<file path="src/rtl/instruction_fetch_unit.sv">
// ---------------------------------------------------------------------------
// instruction_fetch_unit
//   Fetches instructions at the PC supplied by program_counter, keeps a small
//   prefetch FIFO for the decoder and advances the PC once per issued fetch.
//   Redirects flush the FIFO and cause in-flight data to be discarded.
//
// Ports
//   clk, rst_n            clock, synchronous active-low reset
//   i_pc                  current PC from program_counter
//   o_pc_count_en         PC advance strobe, high in every issue cycle
//   i_redirect            branch/jump, held until a fetch to the target issues
//   o_mem_req/o_mem_addr  registered memory read request and address
//   i_mem_ack/i_mem_rdata read completion and instruction word
//   o_inst_valid/o_inst/o_inst_pc   FIFO head towards the decoder
//   i_inst_ready          decoder accepts the head on valid & ready
//   o_perf_cnt            decoder-starved cycle counter (IFU_PERF_CNT_EN)
//
// Build option
//   IFU_PERF_CNT_EN  adds o_perf_cnt / CNT_WIDTH: saturating count of cycles
//                    with i_inst_ready=1 and o_inst_valid=0.
// ---------------------------------------------------------------------------
`ifndef DATA_WIDTH
`define DATA_WIDTH 32
`endif

module instruction_fetch_unit #(
  parameter int DATA_WIDTH = `DATA_WIDTH,
  parameter int FIFO_DEPTH = 2
`ifdef IFU_PERF_CNT_EN
  ,parameter int CNT_WIDTH = 16
`endif
) (
  input  logic                  clk,
  input  logic                  rst_n,
  input  logic [DATA_WIDTH-1:0] i_pc,
  output logic                  o_pc_count_en,
  input  logic                  i_redirect,
  output logic                  o_mem_req,
  output logic [DATA_WIDTH-1:0] o_mem_addr,
  input  logic                  i_mem_ack,
  input  logic [DATA_WIDTH-1:0] i_mem_rdata,
  output logic                  o_inst_valid,
  output logic [DATA_WIDTH-1:0] o_inst,
  output logic [DATA_WIDTH-1:0] o_inst_pc,
  input  logic                  i_inst_ready
`ifdef IFU_PERF_CNT_EN
  ,output logic [CNT_WIDTH-1:0] o_perf_cnt
`endif
);

  localparam int PW  = (FIFO_DEPTH > 1) ? $clog2(FIFO_DEPTH) : 1;
  localparam int CW  = PW + 1;

  typedef enum logic [1:0] {S_IDLE, S_WAIT, S_STALE} state_t;

  state_t                               state_q, state_d;
  logic                                 mem_req_q;
  logic [DATA_WIDTH-1:0]                mem_addr_q;
  logic [FIFO_DEPTH-1:0][DATA_WIDTH-1:0] inst_ram_q;
  logic [FIFO_DEPTH-1:0][DATA_WIDTH-1:0] pc_ram_q;
  logic [PW-1:0]                        wr_ptr_q, rd_ptr_q;
  logic [CW-1:0]                        count_q;

  logic live_ack, push, pop, space, issue;

  always_comb begin
    // An ack only means something while a request is outstanding.
    live_ack = i_mem_ack && (state_q != S_IDLE);
    push     = i_mem_ack && (state_q == S_WAIT) && !i_redirect;
    pop      = (count_q != '0) && i_inst_ready && !i_redirect;
    // Pops are deliberately not credited: keeps space a short path.
    space    = (32'(count_q) + 32'(push)) < 32'(FIFO_DEPTH);
    issue    = ((state_q == S_IDLE) || live_ack) && (i_redirect || space);

    state_d = state_q;
    if (issue)
      state_d = S_WAIT;
    else if (live_ack)
      state_d = S_IDLE;
    else if (i_redirect && (state_q == S_WAIT))
      state_d = S_STALE;
  end

  always_ff @(posedge clk) begin
    if (!rst_n) begin
      state_q    <= S_IDLE;
      mem_req_q  <= 1'b0;
      mem_addr_q <= '0;
    end else begin
      state_q <= state_d;
      if (issue) begin
        mem_req_q  <= 1'b1;
        mem_addr_q <= i_pc;
      end else if (live_ack) begin
        mem_req_q <= 1'b0;
      end
    end
  end

  // Prefetch FIFO; the address of the completing request is the entry's PC.
  always_ff @(posedge clk) begin
    if (!rst_n) begin
      inst_ram_q <= '0;
      pc_ram_q   <= '0;
      wr_ptr_q   <= '0;
      rd_ptr_q   <= '0;
      count_q    <= '0;
    end else if (i_redirect) begin
      wr_ptr_q <= '0;
      rd_ptr_q <= '0;
      count_q  <= '0;
    end else begin
      if (push) begin
        inst_ram_q[wr_ptr_q] <= i_mem_rdata;
        pc_ram_q[wr_ptr_q]   <= mem_addr_q;
        wr_ptr_q             <= wr_ptr_q + 1'b1;
      end
      if (pop)
        rd_ptr_q <= rd_ptr_q + 1'b1;
      count_q <= count_q + CW'(push) - CW'(pop);
    end
  end

  assign o_pc_count_en = issue;
  assign o_mem_req     = mem_req_q;
  assign o_mem_addr    = mem_addr_q;
  assign o_inst_valid  = (count_q != '0);
  assign o_inst        = inst_ram_q[rd_ptr_q];
  assign o_inst_pc     = pc_ram_q[rd_ptr_q];

`ifdef IFU_PERF_CNT_EN
  logic [CNT_WIDTH-1:0] perf_q;

  // Starved-decoder counter; survives redirects, saturates at all-ones.
  always_ff @(posedge clk) begin
    if (!rst_n)
      perf_q <= '0;
    else if (i_inst_ready && (count_q == '0) && (perf_q != '1))
      perf_q <= perf_q + 1'b1;
  end

  assign o_perf_cnt = perf_q;
`endif

endmodule

</file>
<file path="config.mk">
export PLATFORM = sky130hd
export DESIGN_NAME = instruction_fetch_unit
export DESIGN_NICKNAME = d
export VERILOG_FILES = /design/src/rtl/instruction_fetch_unit.sv
export SDC_FILE = /design/constraint.sdc
export NUM_CORES = 1
export LEC_CHECK = 0
export CAP_MARGIN = 20
export CORE_MARGIN = 2
export CORE_UTILIZATION = 25
export DETAILED_ROUTE_END_ITERATION = 16
export SKIP_CTS_REPAIR_TIMING = 1
export SLEW_MARGIN = 20
export SYNTH_ARGS = -nofsm -noshare
export SYNTH_HDL_FRONTEND = slang
export SYNTH_SLANG_ARGS = --single-unit
</file>
<file path="constraint.sdc">
create_clock -name clk -period 2.08 [get_ports clk]
set_input_delay 0.208 -clock clk [delete_from_list [all_inputs] [get_ports clk]]
set_output_delay 0.208 -clock clk [all_outputs]
set_load 0.01 [all_outputs]
</file>
==> results.py <==
metrics = {
    "yosys": {
        "synth_area_leaders": "dfxtp_1 (47%), nand2_1 (17%), a21boi_1 (12%)",
        "synth.avg_cell_area_um2": 8.873,
        "async_reset_ff_share_pct": 0,
        "synth-seq-area-share_pct": 46.75,
        "synth_cells": 806,
        "yosys.area.top_type": "dfxtp_1",
        "synthFlopType": "dfxtp_1",
        "synth_nets": 877,
        "ys_ff_latch": 167,
        "synth_edf_count": 0,
        "yosysTopAreaCellShare_pct": 46.75,
        "yosys_warnings": 0,
        "synthDistinctLibCells": 29,
        "synth_area_um2": 7152,
    },
    "sta": {
        "fmax_mhz": 488.0,
        "worst_slew_pin_slew_ns": 0.3776,
        "setup_ws_ns": 0.03086,
        "slew_violations": 0,
        "setup_viol": 0,
        "hold_violations": 0,
        "period_needed_ns": 2.049,
        "grt_setup_unrepaired": "true",
        "min_period_over_period_pct": 98.52,
        "max_slew_margin_pct": 74.83,
        "holdWs_ns": 0.2940,
        "fin_worst_skew_ns": 0.01283,
    },
    "setup_path": {
        "r2r_start": "count_q[0]$_SDFF_PP0_",
        "critical_path_class": "reg2out",
        "cp-start-kind": "flop",
        "r2r_cells": 9,
        "cp-end-kind": "output pin",
        "crit_required_ns": 1.87,
        "cp.arrival_ns": 1.84,
        "crit_fanout": 4,
        "ff2ff_setup_slack_ns": 0.28,
        "crit_path_start": "rd_ptr_q$_SDFFE_PP0P_",
        "reg2reg_to": "count_q[1]$_SDFF_PP0_",
        "endpoint": "o_inst_pc[17]",
    },
    "run": {
        "cap_violations": 0,
    },
    "clock_tree": {
        "cts_tree": "done",
        "cts.sinks": 167,
        "root_buffer": "clkbuf_16",
        "htreeDepth": 4,
        "numCtsBuffers": 17,
        "path_clk_slew_ns": 0.07,
        "clkLatencyLatePin_ns": 0.42,
        "clock_path_buffers": 2,
    },
    "power": {
        "swShare_pct": 25.11,
        "powerDensity_nw_per_um2": 724.4,
        "p_clk_share_pct": 45.0,
        "power_frac_seq_pct": 45.2,
        "p_int_mw": 5.570,
        "p_switching_mw": 1.867,
        "combPwrFrac_pct": 9.8,
        "cellLeakagePower_nw": 4.817,
        "finalPower_mw": 7.437,
        "peakVddDrop_mv": 0.3967,
    },
    "layout": {
        "post-route-util_pct": 36.65,
        "fill_cells": 2880,
        "syn2layout_area_growth_pct": 43.54,
        "n_antenna_cell": 0,
        "final_common_cell": "nand2_1",
        "drive_above_1_share_pct": 14.89,
        "final_cell_mix": "nand2_1 (322), dfxtp_1 (166), a21boi_1 (111)",
        "final_nets": 1045,
        "final_area_um2": 10270,
    },
    "detailed_routing": {
        "post-route-drc-count": 0,
        "viasPerCell": 4.245,
        "drtAntennaViolNets": 0,
        "firstDrtPassIters": 4,
        "routed_wl_um": 19520,
        "drt-initial-drc-count": 250,
        "post_drt_wl_per_cell_um": 14.30,
        "via_count": 5794,
    },
    "die": {
        "core.rowCount": 61,
        "die_w_um": 173.1,
        "core-area_um2": 28010,
        "die_h_um": 173.1,
        "initial_core_util_pct": 25.53,
        "die-area_um2": 29980,
        "io_pins": 168,
    },
    "placement": {
        "dp_hpwl_um": 11730,
        "place_area_um2": 9253,
        "detailedPlace.worstSlack_ns": -0.07595,
        "place.port_buffers": 167,
        "gp_congestion": 0.7248,
    },
    "global_route": {
        "gr-total-overflow": 0,
        "antenna_found_initial": 0,
        "grt_pass1_wl_um": 30520,
        "grt_pass1_vias": 5650,
        "grt_max_degree": 80,
        "grt_usage_pct": 12.67,
    },
    "hold_path": {
        "hp-class": "in2reg",
    },
    "outcome": {
        "status": "complete, no violations",
    },
}
-- synthesized netlist by cell type, types with 2 or more instances --
master and instances:
a21boi_0 18, a21boi_1 111, a21oi_1 2, buf_2 20, buf_4 2, buf_6 16, clkbuf_1 21, dfxtp_1 167
ha_1 2, inv_1 5, mux2_2 64, mux2i_1 32, nand2_1 322, nand2b_1 2, nor2_1 5, nor2_4 2
o21a_1 2, xnor2_1 2
-- power groups by stage --
stage	registers [mW]	logic, mW	clock network (mW)
floorplan	3.44	0.322	0
global placement	3.43	0.733	0
detailed placement	3.43	0.735	0
CTS	3.36	0.739	3.47
global route	3.38	0.793	3.60
finish	3.36	0.731	3.35
-- registers in the layout (all words and copies together), names as in the netlist --
signal	cells
inst_ram_q	64
state_q	2
pc_ram_q	64
wr_ptr_q	1
o_mem_addr	32
count_q	2
o_mem_req	1
rd_ptr_q	1
-- cell families (layout without fill, tap and decap cells) --
family	after synthesis	after routing	synth area share (%)
mux	96	96	14.56
fa+ha+maj	2	2	0.3498
simple gates	337	337	18.26
flops	167	167	46.75
compound gates	136	136	14.17
xor+xnor	3	3	0.3675
buf+inv	65	246	5.546
-- critical path: stages, from the launching register on --
cell and delay, ns:
dfxtp_4 0.40, buf_8 0.14, clkbuf_16 0.14, buf_4 0.14
buf_4 0.11, mux2_2 0.32, dlymetal6s2s_1 0.17
-- stage by stage --
step / TNS, ns / std cells
after CTS: -8.154 / 1343
after global placement: -0.04754 / 1311
after detailed placement: -0.07595 / 1311
after floorplan: 0 / 806
final: 0 / 1365
after global routing: -0.04903 / 1365
-- cell type report --
cell class | count | area (um2) | share of cell area (%)
clock buffer | 18 | 439.2 | 4.278
clock inverter | 14 | 180.2 | 1.755
inverter | 5 | 18.77 | 0.1828
multi-input combinational | 574 | 3432 | 33.43
sequential | 167 | 3347 | 32.60
tap | 378 | 473.0 | 4.607
timing repair buffer | 209 | 2376 | 23.14
-- per-layer routing --
metal	vias to the layer above	track usage (%)	part of all wire [%]
met4	0	2.860	0.67
met3	9	3.782	4.0
li1	2967	-	-
met2	108	20.65	47
met1	2710	16.50	48
met5	-	0	0
-- worst min-delay path by stage --
stage / depth (start not counted) / startpoint / end / slack, ns
2_1_floorplan: 1 / i_mem_ack / state_q[1]$_SDFFE_PP0P_ / 0.28
3_3_place_gp: 2 / inst_ram_q[46]$_SDFFE_PN0P_ / inst_ram_q[46]$_SDFFE_PN0P_ / 0.44
3_5_place_dp: 2 / pc_ram_q[1]$_SDFFE_PN0P_ / pc_ram_q[1]$_SDFFE_PN0P_ / 0.44
4_1_cts: 3 / rst_n / o_mem_req$_SDFFE_PN0P_ / 0.30
5_1_grt: 3 / rst_n / inst_ram_q[54]$_SDFFE_PN0P_ / 0.30
6_report: 3 / rst_n / inst_ram_q[54]$_SDFFE_PN0P_ / 0.29
(Power assumes the default switching activity.)
